`src/rtl/wb_arbiter_pkg.sv`:
```
// Shared register-file write types: address pointer width, pending-buffer depth and entry layout.
package wb_arbiter_pkg;

  localparam int unsigned pw    = 3;
  localparam int unsigned DEPTH = 2;

  typedef struct packed {
    logic [pw-1:0] addr;
    logic [7:0]    dat;
  } wb_entry_t;

endpackage

```
`src/rtl/wb_fifo.sv`:
```
// Pending-load buffer: in-order FIFO with head pop, tail push and address-match invalidate.
// Surviving entries are compacted toward the head in the same cycle.
module wb_fifo
  import wb_arbiter_pkg::*;
#(
  parameter int unsigned Depth = DEPTH,
  localparam int unsigned CntW = $clog2(Depth + 1),
  localparam int unsigned IdxW = (Depth > 1) ? $clog2(Depth) : 1
) (
  input  logic            clk,
  input  logic            reset_n,
  input  logic            push_i,
  input  wb_entry_t       push_entry_i,
  input  logic            pop_i,
  input  logic            kill_i,
  input  logic [pw-1:0]   kill_addr_i,
  output wb_entry_t       head_o,
  output logic [CntW-1:0] cnt_o
);

  wb_entry_t       ent_q [Depth];
  wb_entry_t       ent_d [Depth];
  logic [CntW-1:0] cnt_q, cnt_d;

  always_comb begin
    logic [CntW-1:0] n;
    ent_d = ent_q;
    n     = '0;
    // Pop and kill are applied first; survivors are packed from slot 0 in age order.
    for (int i = 0; i < Depth; i++) begin
      if ((CntW'(i) < cnt_q) && !(pop_i && (i == 0)) &&
          !(kill_i && (ent_q[i].addr == kill_addr_i))) begin
        ent_d[n[IdxW-1:0]] = ent_q[i];
        n = n + CntW'(1);
      end
    end
    if (push_i && (n < CntW'(Depth))) begin
      ent_d[n[IdxW-1:0]] = push_entry_i;
      n = n + CntW'(1);
    end
    cnt_d = n;
  end

  always_ff @(posedge clk or negedge reset_n) begin
    if (!reset_n) begin
      cnt_q <= '0;
      for (int i = 0; i < Depth; i++) ent_q[i] <= '0;
    end else begin
      cnt_q <= cnt_d;
      for (int i = 0; i < Depth; i++) ent_q[i] <= ent_d[i];
    end
  end

  assign head_o = ent_q[0];
  assign cnt_o  = cnt_q;

endmodule

```
`src/rtl/wb_arbiter.sv`:
```
// Register-file write-port arbiter: ALU results win, buffered loads drain in order,
// and an ALU write kills any older pending load to the same register.
module wb_arbiter
  import wb_arbiter_pkg::wb_entry_t;
#(
  parameter int unsigned pw    = wb_arbiter_pkg::pw,
  parameter int unsigned DEPTH = wb_arbiter_pkg::DEPTH,
  localparam int unsigned CntW = $clog2(DEPTH + 1)
) (
  input  logic            clk,
  input  logic            reset_n,
  input  logic            alu_vld,
  input  logic [pw-1:0]   alu_addr,
  input  logic [7:0]      alu_dat,
  input  logic            mem_vld,
  input  logic [pw-1:0]   mem_addr,
  input  logic [7:0]      mem_dat,
  output logic            mem_rdy,
  output logic            wr_en,
  output logic [pw-1:0]   wr_addr,
  output logic [7:0]      wr_dat,
  output logic [CntW-1:0] pend_cnt
);

  logic            wr_en_q, wr_en_d;
  logic [pw-1:0]   wr_addr_q, wr_addr_d;
  logic [7:0]      wr_dat_q, wr_dat_d;
  logic            push, pop, mem_xfer;
  wb_entry_t       head, mem_ent;

  assign mem_rdy  = (pend_cnt < CntW'(DEPTH));
  assign mem_xfer = mem_vld & mem_rdy;
  assign mem_ent  = '{addr: mem_addr, dat: mem_dat};

  always_comb begin
    wr_en_d   = 1'b0;
    wr_addr_d = wr_addr_q;
    wr_dat_d  = wr_dat_q;
    push      = 1'b0;
    pop       = 1'b0;
    if (alu_vld) begin
      wr_en_d   = 1'b1;
      wr_addr_d = alu_addr;
      wr_dat_d  = alu_dat;
      // A same-cycle load to the ALU's register is already stale.
      push      = mem_xfer && (mem_addr != alu_addr);
    end else if (pend_cnt != '0) begin
      wr_en_d   = 1'b1;
      wr_addr_d = head.addr;
      wr_dat_d  = head.dat;
      pop       = 1'b1;
      push      = mem_xfer;
    end else if (mem_xfer) begin
      wr_en_d   = 1'b1;
      wr_addr_d = mem_addr;
      wr_dat_d  = mem_dat;
    end
  end

  wb_fifo #(
    .Depth (DEPTH)
  ) u_fifo (
    .clk          (clk),
    .reset_n      (reset_n),
    .push_i       (push),
    .push_entry_i (mem_ent),
    .pop_i        (pop),
    .kill_i       (alu_vld),
    .kill_addr_i  (alu_addr),
    .head_o       (head),
    .cnt_o        (pend_cnt)
  );

  always_ff @(posedge clk or negedge reset_n) begin
    if (!reset_n) begin
      wr_en_q   <= 1'b0;
      wr_addr_q <= '0;
      wr_dat_q  <= '0;
    end else begin
      wr_en_q   <= wr_en_d;
      wr_addr_q <= wr_addr_d;
      wr_dat_q  <= wr_dat_d;
    end
  end

  assign wr_en   = wr_en_q;
  assign wr_addr = wr_addr_q;
  assign wr_dat  = wr_dat_q;

endmodule

```
`config.mk`:
```
export PLATFORM = sky130hd
export DESIGN_NAME = wb_arbiter
export DESIGN_NICKNAME = d
export VERILOG_FILES = /design/src/rtl/wb_arbiter_pkg.sv /design/src/rtl/wb_fifo.sv /design/src/rtl/wb_arbiter.sv
export SDC_FILE = /design/constraint.sdc
export NUM_CORES = 1
export LEC_CHECK = 0
export CAP_MARGIN = 5
export CORE_ASPECT_RATIO = 0.7
export CORE_MARGIN = 5
export CORE_UTILIZATION = 67
export CTS_CLUSTER_SIZE = 10
export DETAILED_ROUTE_END_ITERATION = 8
export DONT_BUFFER_PORTS = 1
export PLACE_DENSITY = 0.82
export SYNTH_ARGS = -nofsm -noshare
export SYNTH_HDL_FRONTEND = slang
export SYNTH_SLANG_ARGS = --single-unit
```
`constraint.sdc`:
```
create_clock -name clk -period 5.35 [get_ports clk]
set_clock_uncertainty 0.2 [all_clocks]
set_input_delay 1.07 -clock clk [delete_from_list [all_inputs] [get_ports clk]]
set_output_delay 1.07 -clock clk [all_outputs]
set_load 0.005 [all_outputs]
```
==> metrics.md <==
| Metric | Value |
|---|---|
| Outcome | complete, no violations |
| Effective utilization at floorplan | 68.2% |
| Register bit count reported by yosys | 36 |
| Overall overflow remaining after global route | 0 |
| Critical path arrival | 3.66 ns |
| Critical path required time | 5.32 ns |
| Average wire length per cell after detail routing | 18.4 microns |
| Wire length of the first global-routing pass | 6350 microns |
| Core area | 0.00274 sq mm |
| Worst reg2reg path startpoint | u_fifo.cnt_o[1] |
| Top cells by area, synth | dfrtp_1 48%, mux2_4 8.0%, mux2_1 7.2%, mux2_2 6.6%, nand2_1 6.2% |
| Clk sinks | 36 |
| Num CTS Buffers | 5 |
| Worst Setup Path Type | input port to register |
| Type of the tightest min-delay check | input port to async pin |
| Syn. warnings | 0 |
| Largest fanout on the critical path | 11 |
| Share of final-layout standard cells stronger than drive strength 1 | 17.9% |
| Placed cell count | 201 |
| Number of nets with antenna violations after detailed routing | 0 |
| Total Routing Usage GR | 22.0% |
| Normalized max-slew margin | 18.3% |
| Via count | 1,280 |
| Lkg Pwr | 0.000870 uW |
| Longest Clk Path Bufs | 2 |
| H-Tree Level Count | 2 |
| Internal reg-to-reg setup slack | 1.98 ns |
| Routed wire length | 3840 microns |
| CP Launch Type | input port |
| Root Buffer | clkbuf_8 |
| Part of the Yosys area used for sequential elements | 48.2% |
| I/O pin count | 41 |
| Via count of the first global-routing pass | 1,279 |
| Setup bufs post-CTS | 0 |
| Fillers | 185 |
| Number of cells traversed by the worst register-to-register path | 8 |
| Vias per Instance | 6.12 |
| Final setup violation count | 0 |
| Number of standard cells in the final layout excluding fillers | 209 |
| Leading register cell type out of synthesis | dfrtp_1 |
| Number of max-cap violations | 0 |
| Gp weighted congestion | 0.830 |
| Area enclosed by the die boundary | 0.00397 sq mm |
| Library cell occupying the most area in the post-synthesis netlist | dfrtp_1 |
| Buffers on Ports | 0 |
| Die Wd | 73.2 microns |
| Pins over their slew limit | 0 |
| Synthesized net count | 203 |
| Placed wire-length estimate | 2770 microns |
| Worst slew pin tran | 1.22 ns |
| Final hold vios | 0 |
| Sum of negative setup slack | 0 ns |
| Critical Path Sink Type | register |
| Power per unit of standard cell area | 586 mW/mm^2 |
| Clock latency on the worst-skew pair | 0.28 ns |
| Commonest non-fill, non-tap cells in the layout | 36 x dfrtp_1, 31 x nand2_1, 22 x a21oi_1 |
| Capturing point of the worst reg2reg path | u_fifo.head_o[2] |
| RSZ-0062 raised after global routing | false |
| Crit path time final | 3.69 ns |
| Residual DRC | 0 |
| Initial antenna violation count | 0 |
| Crit share post-route | 68.9% |
| Final core utilization | 72.3% |
| EDFF count, synth | 0 |
| Detailed router's first-iteration violation count | 179 |
| Number of instances in the synthesized netlist | 175 |
| Cells resized by post-CTS repair | 0 |
| Maximum achievable frequency | 0.271 GHz |
| Mean area per synthesized cell | 10.7 sq um |
| Pin count of the biggest net entering global routing | 37 |
| Final nets | 201 |
| Vert. Die Dim | 54.2 microns |
| Row cnt | 16 |
| Number of unique standard cell types used by synthesis | 28 |
| FFs w/ async S/R, synth | 100% |
| Leading cell type in the layout, fill and taps excluded | dfrtp_1 |
| 1st-pass router iterations | 4 |
| CTS tree | built |
| Fraction of post-synthesis cell area in the top cell type by area | 48.2% |
| Area added between synthesis and finish | 5.95% |
| Antenna cell count | 0 |
| Hold_buf cts | 0 |
| VDD IR max | 0.000315 V |
| Netlist area before placement | 0.00187 sq mm |
| Clock transition at the register clock pins on the worst setup and hold paths after CTS | 0.07 ns |
==> per-layer routing <==
layer,vias up,wire length (microns),GRT usage [%]
met4,0,78,9.82
met5,-,0,0
li1,600,-,-
met3,14,410,8.77
met1,609,1640,28.6
met2,57,1720,32.6
==> per-stage QoR <==
step / instance area (sq um) / total power, uW / setup WS [ns] / hold slack [ns]
6_report: 1980 / 1160 / 1.66 / 0.272
3_5_place_dp: 1870 / 954 / 1.40 / 0.286
2_1_floorplan: 1870 / 866 / 1.99 / 0.264
3_3_place_gp: 1870 / 922 / 1.53 / 0.273
5_1_grt: 1980 / 1240 / 1.56 / 0.256
4_1_cts: 1970 / 1160 / 1.70 / 0.266
==> cell usage after synthesis, types with 2 or more instances <==
cell type  instances
mux2_1            12
nand3_1            2
clkbuf_1           8
mux2_4            10
nor3_1             2
xnor2_1            4
mux2_2            11
nor2_1             2
a21oi_1           22
or2_1              2
nand2_1           31
ha_1               2
inv_1              3
dfrtp_1           36
xor2_1             6
o21ai_1           10
==> cells by family (layout without fill, tap and decap cells) <==
| kind of cell | after synthesis | count (layout) | synth area share, % |
|---|---|---|---|
| AND/OR/NAND/NOR | 43 | 43 | 9.77 |
| AO/OA/AOI/OAI | 37 | 37 | 10.9 |
| flip-flops | 36 | 36 | 48.2 |
| multiplexers | 33 | 33 | 21.9 |
| buffers and inverters | 14 | 12 | 3.28 |
| XOR/XNOR | 10 | 10 | 4.68 |
| adder cells (fa/ha/maj) | 2 | 2 | 1.34 |
==> critical path, cell delays in order <==
cell,delay [ns]
xor2_1,0.14
or3_1,0.36
nand3_1,0.14
inv_1,0.08
ha_1,0.21
nor3b_1,0.25
o211ai_1,0.21
nor2_1,0.77
mux2_2,0.43
==> final cells by class <==
type,instances,area (sq um),share of cell area [%]
repair buffers,1,11.3,0.568
well taps,36,45.0,2.27
inverters,4,15.0,0.758
multi-input cells,125,913,46.1
clock buffers,7,96.3,4.86
flip-flops and latches,36,901,45.5
==> how the worst max path moves through the flow <==
stage | from | endpoint | slack [ns] | depth (start not counted)
6_report | alu_addr[1] | u_fifo.head_o[2] | 1.66 | 9
5_1_grt | alu_addr[1] | u_fifo.head_o[7] | 1.56 | 9
4_1_cts | alu_addr[1] | u_fifo.head_o[7] | 1.70 | 9
3_5_place_dp | alu_addr[1] | u_fifo.head_o[2] | 1.40 | 9
3_3_place_gp | alu_addr[1] | u_fifo.head_o[3] | 1.53 | 9
2_1_floorplan | alu_vld | u_fifo.head_o[0] | 1.99 | 9
==> report_power, final <==
group | total [uW] | leakage (uW) | internal [uW] | switching, uW
combinational | 460 | 0.000388 | 245 | 214
clock | 205 | 0.0000503 | 115 | 90.3
sequential | 497 | 0.000432 | 402 | 95.3
total | 1160 | 0.000870 | 762 | 400
==> state kept, by name, indices dropped and copies added, names as in the netlist <==
register	count
u_fifo.head_o	11
u_fifo.ent_q	11
u_fifo.cnt_o	2
wr_en	1
wr_dat	8
wr_addr	3
No activity file was read; power rests on OpenSTA's default activity.
